**src/rtl/fp_encode_seq_if.sv**
```systemverilog
// Handshake bus for fp_encode_seq: sample in, sign/exponent/significand out.
interface fp_encode_seq_if #(
  parameter int IN_W  = 12,
  parameter int EXP_W = 3,
  parameter int SIG_W = 4
);
  logic             in_valid;
  logic             in_ready;
  logic [IN_W-1:0]  din;
  logic             out_valid;
  logic             out_ready;
  logic             sign;
  logic [EXP_W-1:0] exp;
  logic [SIG_W-1:0] sig;

  // Producer/consumer side (testbench or surrounding logic)
  modport master (
    output in_valid, din, out_ready,
    input  in_ready, out_valid, sign, exp, sig
  );

  // Encoder side
  modport slave (
    input  in_valid, din, out_ready,
    output in_ready, out_valid, sign, exp, sig
  );
endinterface

```
**src/rtl/fp_encode_seq.sv**
```systemverilog
// Multi-cycle linear-to-floating-point encoder.
// Value = (-1)^sign * sig * 2^exp. The exponent is walked down one step per clock
// from EMAX until the significand MSB is set, then the result is rounded.
// Optional build macro: ROUND_NEAREST_EVEN_EN selects round-to-nearest-even;
// without it rounding is half-up.
module fp_encode_seq #(
  parameter int IN_W  = 12,
  parameter int EXP_W = 3,
  parameter int SIG_W = 4
) (
  input logic          clk,
  input logic          rst,
  fp_encode_seq_if.slave bus
);
  localparam int MW   = IN_W - 1;
  localparam int EMAX = (1 << EXP_W) - 1;
  localparam int SATB = EMAX + SIG_W;
  localparam logic [EXP_W-1:0] EMAX_E = '1;
  localparam logic [EXP_W-1:0] E_ONE  = 1;

  typedef enum logic [1:0] {IDLE, NORM, ROUND, OUT} state_t;
  state_t state, state_nxt;

  logic             s_q;
  logic [MW-1:0]    m;
  logic [EXP_W-1:0] e;
  logic             sat_q;
  logic             sign_q;
  logic [EXP_W-1:0] exp_q;
  logic [SIG_W-1:0] sig_q;
  logic             vld_q;

  logic [MW-1:0]    m_in;
  logic             sat_in;
  logic [SIG_W-1:0] f;
  logic             top;
  logic             r;
  logic             inc;
  logic [SIG_W:0]   fr;
  logic [EXP_W-1:0] e_res;
  logic [SIG_W-1:0] f_res;
  logic             norm_done;
`ifdef ROUND_NEAREST_EVEN_EN
  logic             t;
`endif

  // Magnitude of the incoming sample; most-negative value clamps to max magnitude
  always_comb begin
    if (bus.din == {1'b1, {MW{1'b0}}})
      m_in = '1;
    else if (bus.din[IN_W-1])
      m_in = MW'(-bus.din);
    else
      m_in = bus.din[MW-1:0];
    // Magnitudes beyond the largest representable exponent force saturation
    sat_in = |(m_in >> SATB);
  end

  // Significand window at the current exponent, round bit and rounded result
  always_comb begin
    f         = SIG_W'(m >> e);
    top       = f[SIG_W-1];
    norm_done = (e == '0) || top;
    r         = (e == '0) ? 1'b0 : 1'(m >> (e - E_ONE));
`ifdef ROUND_NEAREST_EVEN_EN
    t         = (e > E_ONE) ? |(m & ((MW'(1) << (e - E_ONE)) - MW'(1))) : 1'b0;
    inc       = r & (t | f[0]);
`else
    inc       = r;
`endif
    fr        = {1'b0, f} + {{SIG_W{1'b0}}, inc};
    if (sat_q || (fr[SIG_W] && e == EMAX_E)) begin
      e_res = EMAX_E;
      f_res = '1;
    end else if (fr[SIG_W]) begin
      // Carry out of the significand: renormalise one exponent step up
      e_res = e + E_ONE;
      f_res = {1'b1, {(SIG_W-1){1'b0}}};
    end else begin
      e_res = e;
      f_res = fr[SIG_W-1:0];
    end
  end

  // State register
  always_ff @(posedge clk or posedge rst) begin
    if (rst) state <= IDLE;
    else     state <= state_nxt;
  end

  // Next-state logic
  always_comb begin
    state_nxt = state;
    case (state)
      IDLE:    if (bus.in_valid) state_nxt = NORM;
      NORM:    if (norm_done)    state_nxt = ROUND;
      ROUND:                     state_nxt = OUT;
      OUT:     if (bus.out_ready) state_nxt = IDLE;
      default:                   state_nxt = IDLE;
    endcase
  end

  // Working registers and output registers
  always_ff @(posedge clk or posedge rst) begin
    if (rst) begin
      s_q    <= 1'b0;
      m      <= '0;
      e      <= '0;
      sat_q  <= 1'b0;
      sign_q <= 1'b0;
      exp_q  <= '0;
      sig_q  <= '0;
      vld_q  <= 1'b0;
    end else begin
      case (state)
        IDLE: if (bus.in_valid) begin
          s_q   <= bus.din[IN_W-1];
          m     <= m_in;
          e     <= EMAX_E;
          sat_q <= sat_in;
        end
        NORM: if (!norm_done) e <= e - E_ONE;
        ROUND: begin
          sign_q <= s_q;
          exp_q  <= e_res;
          sig_q  <= f_res;
          vld_q  <= 1'b1;
        end
        OUT: if (bus.out_ready) vld_q <= 1'b0;
        default: ;
      endcase
    end
  end

  assign bus.in_ready  = (state == IDLE);
  assign bus.out_valid = vld_q;
  assign bus.sign      = sign_q;
  assign bus.exp       = exp_q;
  assign bus.sig       = sig_q;
endmodule
```
**src/flat_wrapper.sv**
```systemverilog
// flat-port wrapper written by rule: the top's interface ports become plain ports
module fp_encode_seq_flat 
#(
  parameter int IN_W  = 12,
  parameter int EXP_W = 3,
  parameter int SIG_W = 4
)
  (clk, rst, bus_in_valid, bus_din, bus_out_ready, bus_in_ready, bus_out_valid, bus_sign, bus_exp, bus_sig);
  fp_encode_seq_if #(.IN_W(IN_W), .EXP_W(EXP_W), .SIG_W(SIG_W)) bus_i ();
  input logic clk;
  input logic rst;
  input wire logic [$bits(bus_i.in_valid)-1:0] bus_in_valid;
  input wire logic [$bits(bus_i.din)-1:0] bus_din;
  input wire logic [$bits(bus_i.out_ready)-1:0] bus_out_ready;
  output wire logic [$bits(bus_i.in_ready)-1:0] bus_in_ready;
  output wire logic [$bits(bus_i.out_valid)-1:0] bus_out_valid;
  output wire logic [$bits(bus_i.sign)-1:0] bus_sign;
  output wire logic [$bits(bus_i.exp)-1:0] bus_exp;
  output wire logic [$bits(bus_i.sig)-1:0] bus_sig;
  assign bus_i.in_valid = bus_in_valid;
  assign bus_i.din = bus_din;
  assign bus_i.out_ready = bus_out_ready;
  assign bus_in_ready = bus_i.in_ready;
  assign bus_out_valid = bus_i.out_valid;
  assign bus_sign = bus_i.sign;
  assign bus_exp = bus_i.exp;
  assign bus_sig = bus_i.sig;
  fp_encode_seq #(.IN_W(IN_W), .EXP_W(EXP_W), .SIG_W(SIG_W)) u_core (.clk(clk), .rst(rst), .bus(bus_i));
endmodule
```
**config.mk**
```make
export PLATFORM = sky130hd
export DESIGN_NAME = fp_encode_seq_flat
export DESIGN_NICKNAME = d
export VERILOG_FILES = /design/src/rtl/fp_encode_seq_if.sv /design/src/rtl/fp_encode_seq.sv /design/src/flat_wrapper.sv
export SDC_FILE = /design/constraint.sdc
export NUM_CORES = 1
export LEC_CHECK = 0
export BUFFER_PORTS_ARGS = -buffer_cell sky130_fd_sc_hd__buf_2
export CAP_MARGIN = 20
export CORE_UTILIZATION = 30
export DETAILED_ROUTE_END_ITERATION = 10
export GPL_ROUTABILITY_DRIVEN = 1
export MAX_ROUTING_LAYER = met4
export PLACE_DENSITY = 0.55
export SETUP_SLACK_MARGIN = 0.4
export SLEW_MARGIN = 30
export SYNTH_ARGS = -nofsm -noshare
export SYNTH_HDL_FRONTEND = slang
export SYNTH_SLANG_ARGS = --single-unit
```
**constraint.sdc**
```tcl
create_clock -name clk -period 6.65 [get_ports clk]
set_clock_uncertainty 0.05 [all_clocks]
set_input_delay 0.665 -clock clk [delete_from_list [all_inputs] [get_ports clk]]
set_output_delay 0.665 -clock clk [all_outputs]
set_load 0.02 [all_outputs]
```
==> results of run 1 <==
==> per-stage QoR <==
stage | area (um^2) | setup slack (ns)
5_1_grt | 2140 | 2.99
6_report | 2140 | 3.31
3_5_place_dp | 2070 | 3.34
2_1_floorplan | 1900 | 3.80
4_1_cts | 2140 | 3.30
3_3_place_gp | 2070 | 3.42
==> report_power, final <==
group	internal (mW)	switching [mW]	total (mW)	leakage [nW]
registers	0.231	0.0870	0.318	0.283
logic	0.255	0.279	0.533	0.650
clock network	0.0805	0.0509	0.131	0.0357
==> placed cells by master (no fill, tap or decap), types with 3 or more instances in the layout <==
master and n:
mux4_2 6, nor3_1 6, nand2b_1 3, xor2_1 7
a21oi_1 15, dfrtp_1 26, nand2_1 12, mux2_2 11
nor2_1 21, mux2i_1 17, o31ai_1 4, o21ai_0 6
buf_2 25, ha_1 11, clkbuf_8 3, inv_1 11
a311oi_1 4
==> logic make-up (layout without fill, tap and decap cells) <==
kind of cell             Yosys count  after routing  share of synthesized area [%]
AO/OA/AOI/OAI                     40             40                           14.2
XOR/XNOR                           8              8                           3.68
adder cells (fa/ha/maj)           11             11                           7.23
buffers and inverters             22             42                           5.58
flip-flops                        26             26                           34.2
multiplexers                      34             34                           22.5
AND/OR/NAND/NOR                   51             51                           12.6
==> worst register-to-register path: stages, from the launching register on <==
cell	delay [ns]
dfrtp_1	0.86
inv_1	0.20
ha_1	0.41
mux4_2	0.26
mux2i_1	0.07
or3_1	0.30
o21ai_0	0.08
ha_1	0.20
ha_1	0.21
o311ai_2	0.23
mux2i_1	0.22
a21oi_1	0.09
==> worst paths after layout <==
path / from / end / slack, ns / depth (start not counted)
worst max-delay path: u_core.e[0]$_DFFE_PP0P_ / u_core.bus.sig[1]$_DFFE_PP0P_ / 3.31 / 11
worst min-delay path: rst / u_core.bus.sign$_DFFE_PP0P_ / 0.37 / 2
worst max register to register: u_core.e[0]$_DFFE_PP0P_ / u_core.bus.sig[1]$_DFFE_PP0P_ / 3.31 / 11
worst min register to register: u_core.s_q$_DFFE_PP0P_ / u_core.s_q$_DFFE_PP0P_ / 0.45 / 2
max in group asynchronous: rst / u_core.bus.sig[2]$_DFFE_PP0P_ / 5.79 / 2
min in group clk: u_core.s_q$_DFFE_PP0P_ / u_core.s_q$_DFFE_PP0P_ / 0.45 / 2
==> Yosys cell counts <==
cell       number  area (um^2)
dfrtp_1        26          651
mux2_2         11          124
nand2_2         1         6.26
nor2_1         21         78.8
o311ai_2        1         16.3
or3_1           1         6.26
or4_4           2         22.5
mux4_2          6          135
ha_1           11          138
xor2_1          7         61.3
inv_1          12         45.0
a32oi_1         1         8.76
nor3_1          6         30.0
o311ai_0        1         8.76
a31oi_1         1         6.26
mux2i_1        17          170
and2_1          1         6.26
nand2b_1        3         18.8
nand3_1         2         10.0
nor4b_1         1         8.76
buf_2           1         5.00
a21oi_1        15         75.1
o41ai_1         1         8.76
a21boi_0        1         7.51
o21ai_0         6         30.0
o31a_1          1         8.76
a311oi_1        4         35.0
buf_6           2         22.5
a2bb2oi_1       2         17.5
buf_4           2         15.0
clkbuf_1        4         15.0
xnor2_1         1         8.76
nand2_1        12         45.0
a21oi_2         1         8.76
o31ai_1         4         30.0
and3_2          1         7.51
clkinv_1        1         3.75
o32ai_1         1         8.76
==> registers in the layout, indices dropped and copies added (netlist names) <==
name and cells:
u_core.m 11, u_core.bus.sig 4, u_core.e 3, u_core.bus.out_valid 1, u_core.bus.sign 1, u_core.s_q 1, u_core.state 2, u_core.bus.exp 3
==> layer usage <==
metal / routed length [um] / global-route usage (%)
met1: 1930 / 17.0
met2: 1750 / 20.8
met3: 151 / 2.00
met4: 24 / 3.68
met5: 0 / -
==> final cells by class <==
| cell class | count | share of cell area [%] |
|---|---|---|
| Multi-Input combinational cell | 144 | 53.7 |
| Sequential cell | 26 | 30.4 |
| Tap cell | 75 | 4.39 |
| Clock buffer | 3 | 1.93 |
| Timing Repair Buffer | 25 | 5.85 |
| Inverter | 13 | 2.28 |
| Clock inverter | 1 | 1.41 |
==> metrics.txt, run 1 <==
Post-Layout Cell Count=287; CP max FO=21; DR pass1 iterations=4; status=finished clean; DR vias/cell=5.01; I/O pins=26; slowest stage cell, crit path=dfrtp_1; Hold-fix buffers, CTS=0; Area Growth Syn to Fin=12.2%; Layout Utilization=35.5%; critical-path cell list=inv_1 -> ha_1 -> mux4_2 -> mux2i_1 -> or3_1 -> o21ai_0 -> ha_1 -> ha_1 -> o311ai_2 -> mux2i_1 -> a21oi_1; CP peak stage delay=0.86 ns; Syn Nets=219; register area share after synthesis=34.2%; LEAKAGE=0.968 nW; initial antenna violation count=0; vias in the first global route=1368; Final min period=3.34 ns; TritonCTS clock tree=done; Post-CTS Resized=0; CTS Root Cell=clkbuf_8; Synth Instances=192; Final ANT Viol Nets=0; layout cells sized above 1=25.0%; GRT Util Overall=13.0%; fillers=624; Hold Path Class=in2async; Final Hold Viols=0; # port buffers=25; number of core rows=28; Overflow after GRT=0; Max Cap Violations=0; max-slew violations=0; postcts setup bufs=0; Final Total Pwr=0.983 mW; Initial Utilization=31.6%; CP Class=reg2reg; CP Data Required Time=6.72 ns; antenna cells=0; RSZ-0062 raised after global routing=false; post-synth cell types=38; period utilisation layout=50.2%; area of the multi-input gates=0.00115 mm^2; Critical Path End Type=flip-flop; CTS Sinks=26; htree depth=1; Final GP Congestion=0.774; Mapped Avg Cell Area=9.92 um^2; DRT iter0 DRCs=64; hold slack=0.373 ns; Wirelength per Cell=13.4 um; Top cell by count, worst path=ha_1; clock tree buffer depth=2; Reg clk slew, reported paths=0.10 ns; Synth Cell Area=0.00190 mm^2; Final TNS setup=0 ns; clk_lat worst skew=0.27 ns; Max Freq=300 MHz; Final nets=240; # setup viols final=0; Post-Place Cells=283; CP Buf/Inv Count=1; Residual DRC=0; Synth warnings=0; largest net degree at the start of global routing=27; routed wire length=3860 um; Worst-Margin Slew=0.780 ns; core area=0.00603 mm^2; first-pass GRT wire length=6530 um; flip-flop and latch count after synthesis=26; Pwr Density=460 mW/mm^2; die area=0.00667 mm^2; Worst Path Arrival=3.41 ns; Die Y=81.7 um; area occupied by registers=651 um^2; Rel. slew slack=48.0%; Post-DP HPWL=2920 um; Num CTS Buffers=3; DR vias=1438; CP delay by family, top=flip-flops; die width=81.7 um; crit path launch type=flip-flop; VDD IR max=0.125 mV
Power figures use the tool's default switching activity.
==> inputs of run 2 (changes only) <==
ABC_AREA = 1   (was unset)
PLACE_DENSITY = 0.57   (was 0.55)
clock period = 3 ns   (was 6.65 ns; I/O delays follow)
==> run 2 against run 1 <==
Clock power rose by 130%. Final area rose by 1.7%. Register-to-register slack worse by 2.6 ns. Setup slack worse by 2.6 ns. Combinational power grew to 3.2 times the previous value.
==> metrics.txt, run 2 <==
worst reg2reg setup slack=0.70 ns (was 3.31 ns); Synth Flop Type=dfrtp_1 (unchanged); die area=0.00674 mm^2 (was 0.00667 mm^2); hold slack=0.00931 ns (was 0.373 ns); Reg power frac=25.6% (was 32.3%); Final TNS setup=0 ns (unchanged); first-pass GRT wire length=7690 um (was 6530 um); Synth Cell Area=0.00192 mm^2 (was 0.00190 mm^2); Comb power frac=63.2% (was 54.3%); largest family of logic cells by synthesized area=simple AND/OR/NAND/NOR gates (was multiplexers); most frequent cell after synthesis=nand2_1 (was dfrtp_1); post-synthesis adder-cell area fraction=7.15% (was 7.23%); Post-Place Cells=360 (was 283); sw frac=50.4% (was 42.4%); flip-flop and latch count after synthesis=26 (unchanged); Post-Layout Cell Count=365 (was 287); # setup viols final=0 (unchanged); core area=0.00606 mm^2 (was 0.00603 mm^2); P_sw=1.35 mW (was 0.417 mW); Synth Area in Compound Gates=8.39% (was 14.2%); Synth warnings=0 (unchanged); CP Class=reg2reg (unchanged); Final Total Pwr=2.69 mW (was 0.983 mW); register area share after synthesis=33.8% (was 34.2%); DR pass1 iterations=4 (unchanged); Max Freq=435 MHz (was 300 MHz); Initial Utilization=31.8% (was 31.6%); Worst-Margin Slew=0.571 ns (was 0.780 ns); period utilisation layout=76.6% (was 50.2%); LEAKAGE=1.13 nW (was 0.968 nW); CP max FO=15 (was 21); die width=82.1 um (was 81.7 um); Synth async-reset ratio=100% (unchanged); crit path launch type=flip-flop (unchanged); most frequent cells in the layout=nand2_1, nand3_1, inv_1 (was dfrtp_1, buf_2, nor2_1); Biggest register=u_core.m (unchanged); I/O pins=26 (unchanged); Final Hold Viols=0 (unchanged); Wirelength per Cell=11.6 um (was 13.4 um); Reg clk slew, reported paths=0.10 ns (about the same); EDFF count, synth=0 (unchanged); Synth top cells by count=nand2_1, nand3_1, inv_1, dfrtp_1, nor2_1 (was dfrtp_1, nor2_1, mux2i_1, a21oi_1); vias in the first global route=1741 (was 1368); VDD IR max=0.402 mV (was 0.125 mV); main area contributors after synthesis=dfrtp_1, nand2_1, nand3_1 (was dfrtp_1, mux2i_1, ha_1); CP Data Required Time=3.14 ns (was 6.72 ns); mux cell area share after synthesis=0% (was 22.5%); Critical Path End Type=flip-flop (unchanged); Layout Utilization=35.9% (was 35.5%); Yosys top cell by area=dfrtp_1 (unchanged); CTS Sinks=26 (unchanged); Mapped Avg Cell Area=7.23 um^2 (was 9.92 um^2); max-slew violations=0 (unchanged); Worst Path Arrival=2.43 ns (was 3.41 ns); Area Growth Syn to Fin=12.9% (was 12.2%); simple-gate share of the synthesized area=39.4% (was 12.6%); TritonCTS clock tree=done (unchanged); Final ANT Viol Nets=0 (unchanged); routed wire length=4220 um (was 3860 um); Final GP Congestion=0.822 (was 0.774); DR vias/cell=4.79 (was 5.01); origin of the critical flop-to-flop path=u_core.e[0]$_DFFE_PP0P_ (unchanged); Syn Nets=293 (was 219); Synth Instances=266 (was 192); post-synth cell types=30 (was 38); Worst R2R End=u_core.bus.sig[1]$_DFFE_PP0P_ (unchanged); CTS Root Cell=clkbuf_8 (unchanged); Hold Path Class=in2async (unchanged); antenna cells=0 (unchanged); Synth Area in XOR/XNOR=1.82% (was 3.68%); clk_lat worst skew=0.28 ns (was 0.27 ns); htree depth=1 (unchanged); Residual DRC=0 (unchanged); # port buffers=25 (unchanged); Pwr Density=1240 mW/mm^2 (was 460 mW/mm^2); Yosys top cell area share=33.8% (was 34.2%); DRT iter0 DRCs=131 (was 64); clock group share of total power=11.2% (was 13.4%); RSZ-0062 raised after global routing=false (unchanged); clock tree buffer depth=2 (unchanged); Post-DP HPWL=3270 um (was 2920 um); Hold-fix buffers, CTS=0 (unchanged); max reg flops=11 (unchanged); Rel. slew slack=61.9% (was 48.0%); Overflow after GRT=0 (unchanged); Max Cap Violations=0 (unchanged); largest net degree at the start of global routing=27 (unchanged); commonest non-fill, non-tap cell in the layout=nand2_1 (was dfrtp_1); fillers=664 (was 624); layout cells sized above 1=19.3% (was 25.0%); Final min period=2.30 ns (was 3.34 ns); P_int=1.33 mW (was 0.566 mW); Final nets=318 (was 240); initial antenna violation count=0 (unchanged); status=finished clean (unchanged); Die Y=82.1 um (was 81.7 um); GRT Util Overall=15.0% (was 13.0%); Num CTS Buffers=3 (unchanged); number of core rows=28 (unchanged); DR vias=1750 (was 1438); R2R depth=13 (was 11)
## run 2: cell count changes after synthesis, moves of 5 or more
cell	change
inv_1	+15
nand3_1	+32
mux2i_1	-17
nand3_2	+5
a21oi_1	-6
nand4_1	+6
nor3_1	-6
mux2_2	-11
nand2_1	+64
mux4_2	-6
## run 2: stage by stage
stage               setup slack (ns)  cell area [um^2]
finish                         0.703              2170
global route                   0.412              2170
CTS                            0.481              2160
detailed placement             0.338              2090
global placement               0.423              2090
floorplan                      0.738              1920
## run 2: power groups by stage
stage | registers [mW] | logic [mW] | clock network (mW)
2_1_floorplan | 0.711 | 1.34 | 0
3_3_place_gp | 0.698 | 1.66 | 0
3_5_place_dp | 0.701 | 1.67 | 0
4_1_cts | 0.697 | 1.68 | 0.311
5_1_grt | 0.720 | 1.96 | 0.317
6_report | 0.686 | 1.70 | 0.301
## run 2: area by class of cell
| cell class | count | area, um^2 | share of cell area, % |
|---|---|---|---|
| Clock buffer | 3 | 41.3 | 1.90 |
| Clock inverter | 1 | 30.0 | 1.38 |
| Inverter | 31 | 121 | 5.58 |
| Multi-Input combinational cell | 202 | 1090 | 50.4 |
| Sequential cell | 26 | 652 | 30.0 |
| Tap cell | 75 | 93.8 | 4.32 |
| Timing Repair Buffer | 27 | 140 | 6.45 |
## run 2: worst max-delay path: stages, from the launching register on
cell and delay [ns]:
dfrtp_2 0.45, inv_4 0.11, ha_1 0.33, inv_1 0.08, nand3_1 0.08, o211ai_1 0.09
a21oi_1 0.17, ha_1 0.21, ha_2 0.28, nand3_4 0.12, nand2_1 0.08, nand2_1 0.05
nand2_1 0.05, nand2_1 0.05
## run 2: worst max path at each step
stage / depth (start not counted) / start / slack (ns) / endpoint
floorplan: 13 / u_core.e[0]$_DFFE_PP0P_ / 0.74 / u_core.bus.sig[2]$_DFFE_PP0P_
global placement: 12 / u_core.e[0]$_DFFE_PP0P_ / 0.42 / u_core.bus.sig[0]$_DFFE_PP0P_
detailed placement: 13 / u_core.e[0]$_DFFE_PP0P_ / 0.34 / u_core.bus.sig[1]$_DFFE_PP0P_
CTS: 12 / u_core.e[0]$_DFFE_PP0P_ / 0.48 / u_core.bus.sig[2]$_DFFE_PP0P_
global route: 13 / u_core.e[0]$_DFFE_PP0P_ / 0.41 / u_core.bus.sig[1]$_DFFE_PP0P_
finish: 13 / u_core.e[0]$_DFFE_PP0P_ / 0.70 / u_core.bus.sig[1]$_DFFE_PP0P_
## run 2: routing by layer
metal  wire [um]  GRT usage (%)
met1        2090           19.9
met2        2000           24.5
met3          70           1.65
met4          57           3.68
met5           0              -
## run 2: timing repair
item / 4_1_cts / 5_1_grt
gates resized for setup: 1 / 3
buffers inserted: 0 / 1
endpoints found under the setup margin: 7 / 7
## run 2: kinds of logic after synthesis
family	Yosys count
adders and majority gates	11
AOI/OAI and AO/OA	27
DFF	26
and+or+nand+nor	160
buffers and inverters	38
xor gates and xnor gates	4
